`src/rtl/mem_port_arbiter.sv`:
```
// Two-port data-memory arbiter: pipeline port 0 has priority, loader port 1 is
// guaranteed a grant after STARVE consecutive port-0 wins while it waits.
module mem_port_arbiter #(
    parameter int WIDTH  = 32,
    parameter int LAT    = 2,
    parameter int STARVE = 4
) (
    input  logic             clk,
    input  logic             rst_n,
    input  logic             p0_req,
    input  logic             p0_we,
    input  logic [WIDTH-1:0] p0_addr,
    input  logic [WIDTH-1:0] p0_wdata,
    output logic [WIDTH-1:0] p0_rdata,
    output logic             p0_ack,
    input  logic             p1_req,
    input  logic             p1_we,
    input  logic [WIDTH-1:0] p1_addr,
    input  logic [WIDTH-1:0] p1_wdata,
    output logic [WIDTH-1:0] p1_rdata,
    output logic             p1_ack,
    output logic             stall,
    output logic [WIDTH-1:0] mem_addr,
    output logic [WIDTH-1:0] mem_wdata,
    output logic             memWrite,
    output logic             memRead,
    input  logic [WIDTH-1:0] mem_rdata
);

    localparam int CW = (LAT    > 1) ? $clog2(LAT + 1)    : 1;
    localparam int SW = (STARVE > 0) ? $clog2(STARVE + 1) : 1;

    typedef enum logic [1:0] {IDLE, ACCESS, RESP} state_e;

    state_e           state_q, state_d;
    logic [CW-1:0]    cnt_q, cnt_d;
    logic [SW-1:0]    starve_q, starve_d;
    logic             owner_q, owner_d;
    logic             we_q, we_d;
    logic [WIDTH-1:0] addr_q, addr_d;
    logic [WIDTH-1:0] wdata_q, wdata_d;
    logic [WIDTH-1:0] rdata0_q, rdata0_d;
    logic [WIDTH-1:0] rdata1_q, rdata1_d;

    logic any_req;
    logic grant1;

    assign any_req = p0_req | p1_req;
    // Port 1 also wins when it is the only requester.
    assign grant1  = p1_req & (~p0_req | (starve_q == SW'(STARVE)));

    always_ff @(posedge clk or negedge rst_n) begin
        if (!rst_n) begin
            state_q <= IDLE;
        end else begin
            state_q <= state_d;
        end
    end

    always_comb begin
        state_d = state_q;
        case (state_q)
            IDLE:    if (any_req) state_d = ACCESS;
            ACCESS:  if (cnt_q == '0) state_d = RESP;
            RESP:    state_d = IDLE;
            default: state_d = IDLE;
        endcase
    end

    always_comb begin
        cnt_d    = cnt_q;
        starve_d = starve_q;
        owner_d  = owner_q;
        we_d     = we_q;
        addr_d   = addr_q;
        wdata_d  = wdata_q;
        rdata0_d = rdata0_q;
        rdata1_d = rdata1_q;
        case (state_q)
            IDLE: begin
                if (any_req) begin
                    owner_d = grant1;
                    we_d    = grant1 ? p1_we    : p0_we;
                    addr_d  = grant1 ? p1_addr  : p0_addr;
                    wdata_d = grant1 ? p1_wdata : p0_wdata;
                    cnt_d   = CW'(LAT - 1);
                    if (grant1 || !p1_req) begin
                        starve_d = '0;
                    end else if (starve_q != SW'(STARVE)) begin
                        starve_d = starve_q + SW'(1);
                    end
                end
            end
            ACCESS: begin
                if (cnt_q != '0) begin
                    cnt_d = cnt_q - CW'(1);
                end else if (!we_q) begin
                    if (owner_q) rdata1_d = mem_rdata;
                    else         rdata0_d = mem_rdata;
                end
            end
            default: ;
        endcase
    end

    always_ff @(posedge clk or negedge rst_n) begin
        if (!rst_n) begin
            cnt_q    <= '0;
            starve_q <= '0;
            owner_q  <= 1'b0;
            we_q     <= 1'b0;
            addr_q   <= '0;
            wdata_q  <= '0;
            rdata0_q <= '0;
            rdata1_q <= '0;
        end else begin
            cnt_q    <= cnt_d;
            starve_q <= starve_d;
            owner_q  <= owner_d;
            we_q     <= we_d;
            addr_q   <= addr_d;
            wdata_q  <= wdata_d;
            rdata0_q <= rdata0_d;
            rdata1_q <= rdata1_d;
        end
    end

    // Strobes decode the asynchronously reset state, so reset drops them at once.
    always_comb begin
        mem_addr  = addr_q;
        mem_wdata = wdata_q;
        memWrite  = (state_q == ACCESS) &  we_q;
        memRead   = (state_q == ACCESS) & ~we_q;
        p0_ack    = (state_q == RESP)   & ~owner_q;
        p1_ack    = (state_q == RESP)   &  owner_q;
        p0_rdata  = rdata0_q;
        p1_rdata  = rdata1_q;
        stall     = p0_req & ~p0_ack;
    end

endmodule

```
`config.mk`:
```
export PLATFORM = sky130hd
export DESIGN_NAME = mem_port_arbiter
export DESIGN_NICKNAME = d
export VERILOG_FILES = /design/src/rtl/mem_port_arbiter.sv
export SDC_FILE = /design/constraint.sdc
export NUM_CORES = 1
export LEC_CHECK = 0
export ABC_AREA = 1
export BUFFER_PORTS_ARGS = -buffer_cell sky130_fd_sc_hd__buf_2
export CORE_ASPECT_RATIO = 1.2
export CORE_MARGIN = 2
export CORE_UTILIZATION = 47
export CTS_CLUSTER_DIAMETER = 100
export DETAILED_ROUTE_END_ITERATION = 12
export MAX_ROUTING_LAYER = met4
export PLACE_DENSITY = 0.8
export SLEW_MARGIN = 0
export SYNTH_ARGS = -nofsm -noshare
export SYNTH_HDL_FRONTEND = slang
export SYNTH_SLANG_ARGS = --single-unit
```
`constraint.sdc`:
```
create_clock -name clk -period 2.15 [get_ports clk]
set_clock_uncertainty 0.2 [all_clocks]
set_input_delay 0.43 -clock clk [delete_from_list [all_inputs] [get_ports clk]]
set_output_delay 0.43 -clock clk [all_outputs]
set_load 0.05 [all_outputs]
```
==> impl_metrics.tcl <==
set metrics [dict create \
    criticalPathCategory "flip-flop to output pin" \
    synth_area_leaders "dfrtp_1 52%, nand2_1 19%, nand3_1 10%" \
    place_inst 1330 \
    num_io_pins 299 \
    place_area_um2 8319 \
    start_util 0.4795 \
    holdPathStages 3 \
    peakVddDrop_mv 1.410 \
    nFillCells 1218 \
    ant_nets 0 \
    num_rows 47 \
    critPathArrivalTime_ps 1440 \
    first_iter_violations 403 \
    hp-class "primary input to flip-flop" \
    min_period_ps 2073 \
    synth.cell_area_um2 6598 \
    rr_startpoint "starve_q[0]" \
    r2r_cells 9 \
    grt_pass1_wl_um 30260 \
    setup_ws_ps 76.79 \
    viasPerCell 4.827 \
    gp_congestion 0.8730 \
    worstMarginPinSlew_ps 462.8 \
    finalWirelength_um 18360 \
    seq_area_frac_synth 0.5196 \
    finalHoldViolations 0 \
    dieArea_um2 15000 \
    track_usage 0.2564 \
    fin_setup_tns_ps 0 \
    cts-htree-levels 4 \
    syn2layout_area_growth_pct 35.82 \
    stdcell_count 1364 \
    cp-start-kind "flip-flop" \
    drv_cap 0 \
    synth_cell_type_count 19 \
    cts_root_buf "clkbuf_16" \
    antenna_found_initial 0 \
    end_kind "output pin" \
    dp_hpwl_um 13280 \
    ys_seq_elements 137 \
    clk_latency_ps 410 \
    synth.yosys.warnings 0 \
    design_area_um2 8961 \
    dr_total_vias 6584 \
    cts_sinks 137 \
    dieHeight_um 133.8 \
    yosysTopAreaCell "dfrtp_1" \
    min_to "p1_rdata[7]" \
    die_x_um 112.2 \
    rrSetupSlack_ps 380 \
    design.core.area_um2 13760 \
    r2r-end "mem_wdata[8]" \
    status "finished clean" \
    grt_pass1_vias 6375 \
    required_ps 1520 \
    nets 1349 \
    pre_cts_ws_ps 340.1 \
    syn_nets 1058 \
    path_clk_slew_ps 60 \
    max_freq_ghz 0.4823 \
    critPathMaxFanout 7 \
    netlist_instances 889 \
    slew_headroom 0.6915 \
    fin_crit_sh 0.9643 \
    hold_start "mem_rdata[7]" \
    final-seq-area_um2 3428 \
    antenna_cells 0 \
    power.density_nw_per_um2 1824 \
    numCtsBuffers 17 \
    wl_per_cell_um 13.46 \
    multiInputGateArea_um2 2287 \
    setup_viol 0 \
    drc_errors 0 \
    cts_max_path_buffers 2 \
    hold_slack_ps 36.02 \
    slew_viol_final 0 \
    drive_gt1_frac 0.3043 \
    io_buffers 298 \
    overflow 0 \
    yosys.area.top_type_share 0.5196 \
    rsz0062_at_grt "no" \
    syn_area_per_cell_um2 7.421 \
    drt_pass1_iterations 5 \
    power_leakage_uw 0.005545 \
    grt_max_degree 65 \
    tritoncts "done" \
]
cell type report:
cell class,count,area share
well taps,171,0.02388
clock buffers,18,0.04901
clock inverters,14,0.01801
inverters,176,0.07372
repair buffers,319,0.1976
multi-input cells,529,0.2552
flip-flops and latches,137,0.3826
cells by family (layout without fill, tap and decap cells):
logic type,count (synthesis),count (layout),synth area share
AO/OA/AOI/OAI,37,37,0.02807
XOR/XNOR,1,1,0.001328
adder cells (fa/ha/maj),3,3,0.005690
buffers and inverters,223,527,0.1365
flip-flops,137,137,0.5196
AND/OR/NAND/NOR,488,488,0.3087
cells in the mapped netlist, drive strengths merged:
cell type and count:
nand2 338, inv 176, dfrtp 137, nand3 134, o21ai 37, buf 36
nor2 15, clkbuf 11, ha 3, nand4 1, xor2 1
how the worst max path moves through the flow:
stage | depth (start not counted) | endpoint | startpoint | slack, ps
final | 3 | p1_ack | owner_q | 80
after floorplan | 3 | memRead | state_q[1] | 220
after detailed placement | 5 | stall | state_q[0] | 340
after global placement | 5 | stall | state_q[0] | 400
after CTS | 4 | memRead | state_q[1] | 8
after global routing | 3 | p1_ack | owner_q | 30
sequential cells by signal, summed over array words and instances (netlist names):
| register | count |
|---|---|
| cnt_q | 2 |
| mem_addr | 32 |
| mem_wdata | 32 |
| owner_q | 1 |
| p0_rdata | 32 |
| p1_rdata | 32 |
| starve_q | 3 |
| state_q | 2 |
| we_q | 1 |
worst max-delay path, cell delays in order, from the launching register on:
cell	delay (ps)
dfrtp_1	550
inv_1	80
nor2_1	130
buf_2	270
per-stage QoR:
stage                     power [uW]    util
after floorplan                11030       -
after global placement         13160  0.6046
after detailed placement       13360  0.6046
after CTS                      16430  0.6507
after global routing           17250  0.6512
final                          16350  0.6512
placed cells by master (no fill, tap or decap):
cell type,synthesis,routed
bufinv_16,0,2
nand2_1,336,334
o21ai_2,0,1
buf_6,1,3
dfrtp_1,137,137
buf_12,0,8
clkinv_4,0,3
nand4_1,1,1
nor2_1,12,10
inv_2,1,2
inv_1,175,174
clkbuf_16,0,17
o21ai_1,18,18
xor2_1,1,1
nand3_1,133,133
ha_1,3,3
nand3_4,1,1
clkbuf_8,0,1
inv_6,0,6
nor2_4,2,3
o21ai_0,19,18
buf_2,30,295
dlygate4sd3_1,0,1
buf_4,5,12
nor2_2,1,2
clkinvlp_4,0,3
nand2_2,2,4
power breakdown:
group,internal (uW),total (uW),switching [uW]
sequential,3870,4580,707
clock,1770,2970,1200
combinational,1980,8800,6820
total,7620,16300,8730
routing by layer:
layer / part of all wire / vias to the layer above / track usage
met1: 0.41 / 2998 / 0.3231
met4: 0.029 / 0 / 0.1016
met2: 0.49 / 300 / 0.4150
li1: - / 3243 / -
met5: 0 / - / -
met3: 0.065 / 43 / 0.04428
timing repair:
item                                    4_1_cts  5_1_grt
endpoints found under the setup margin        3        4
hold buffers                                  1        0
hold endpoints to repair                     41        0
gates resized for setup                       9        1
pin swaps                                     0        1
buffers inserted                              0        1
Note: power is estimated with default switching activity, not from simulation.
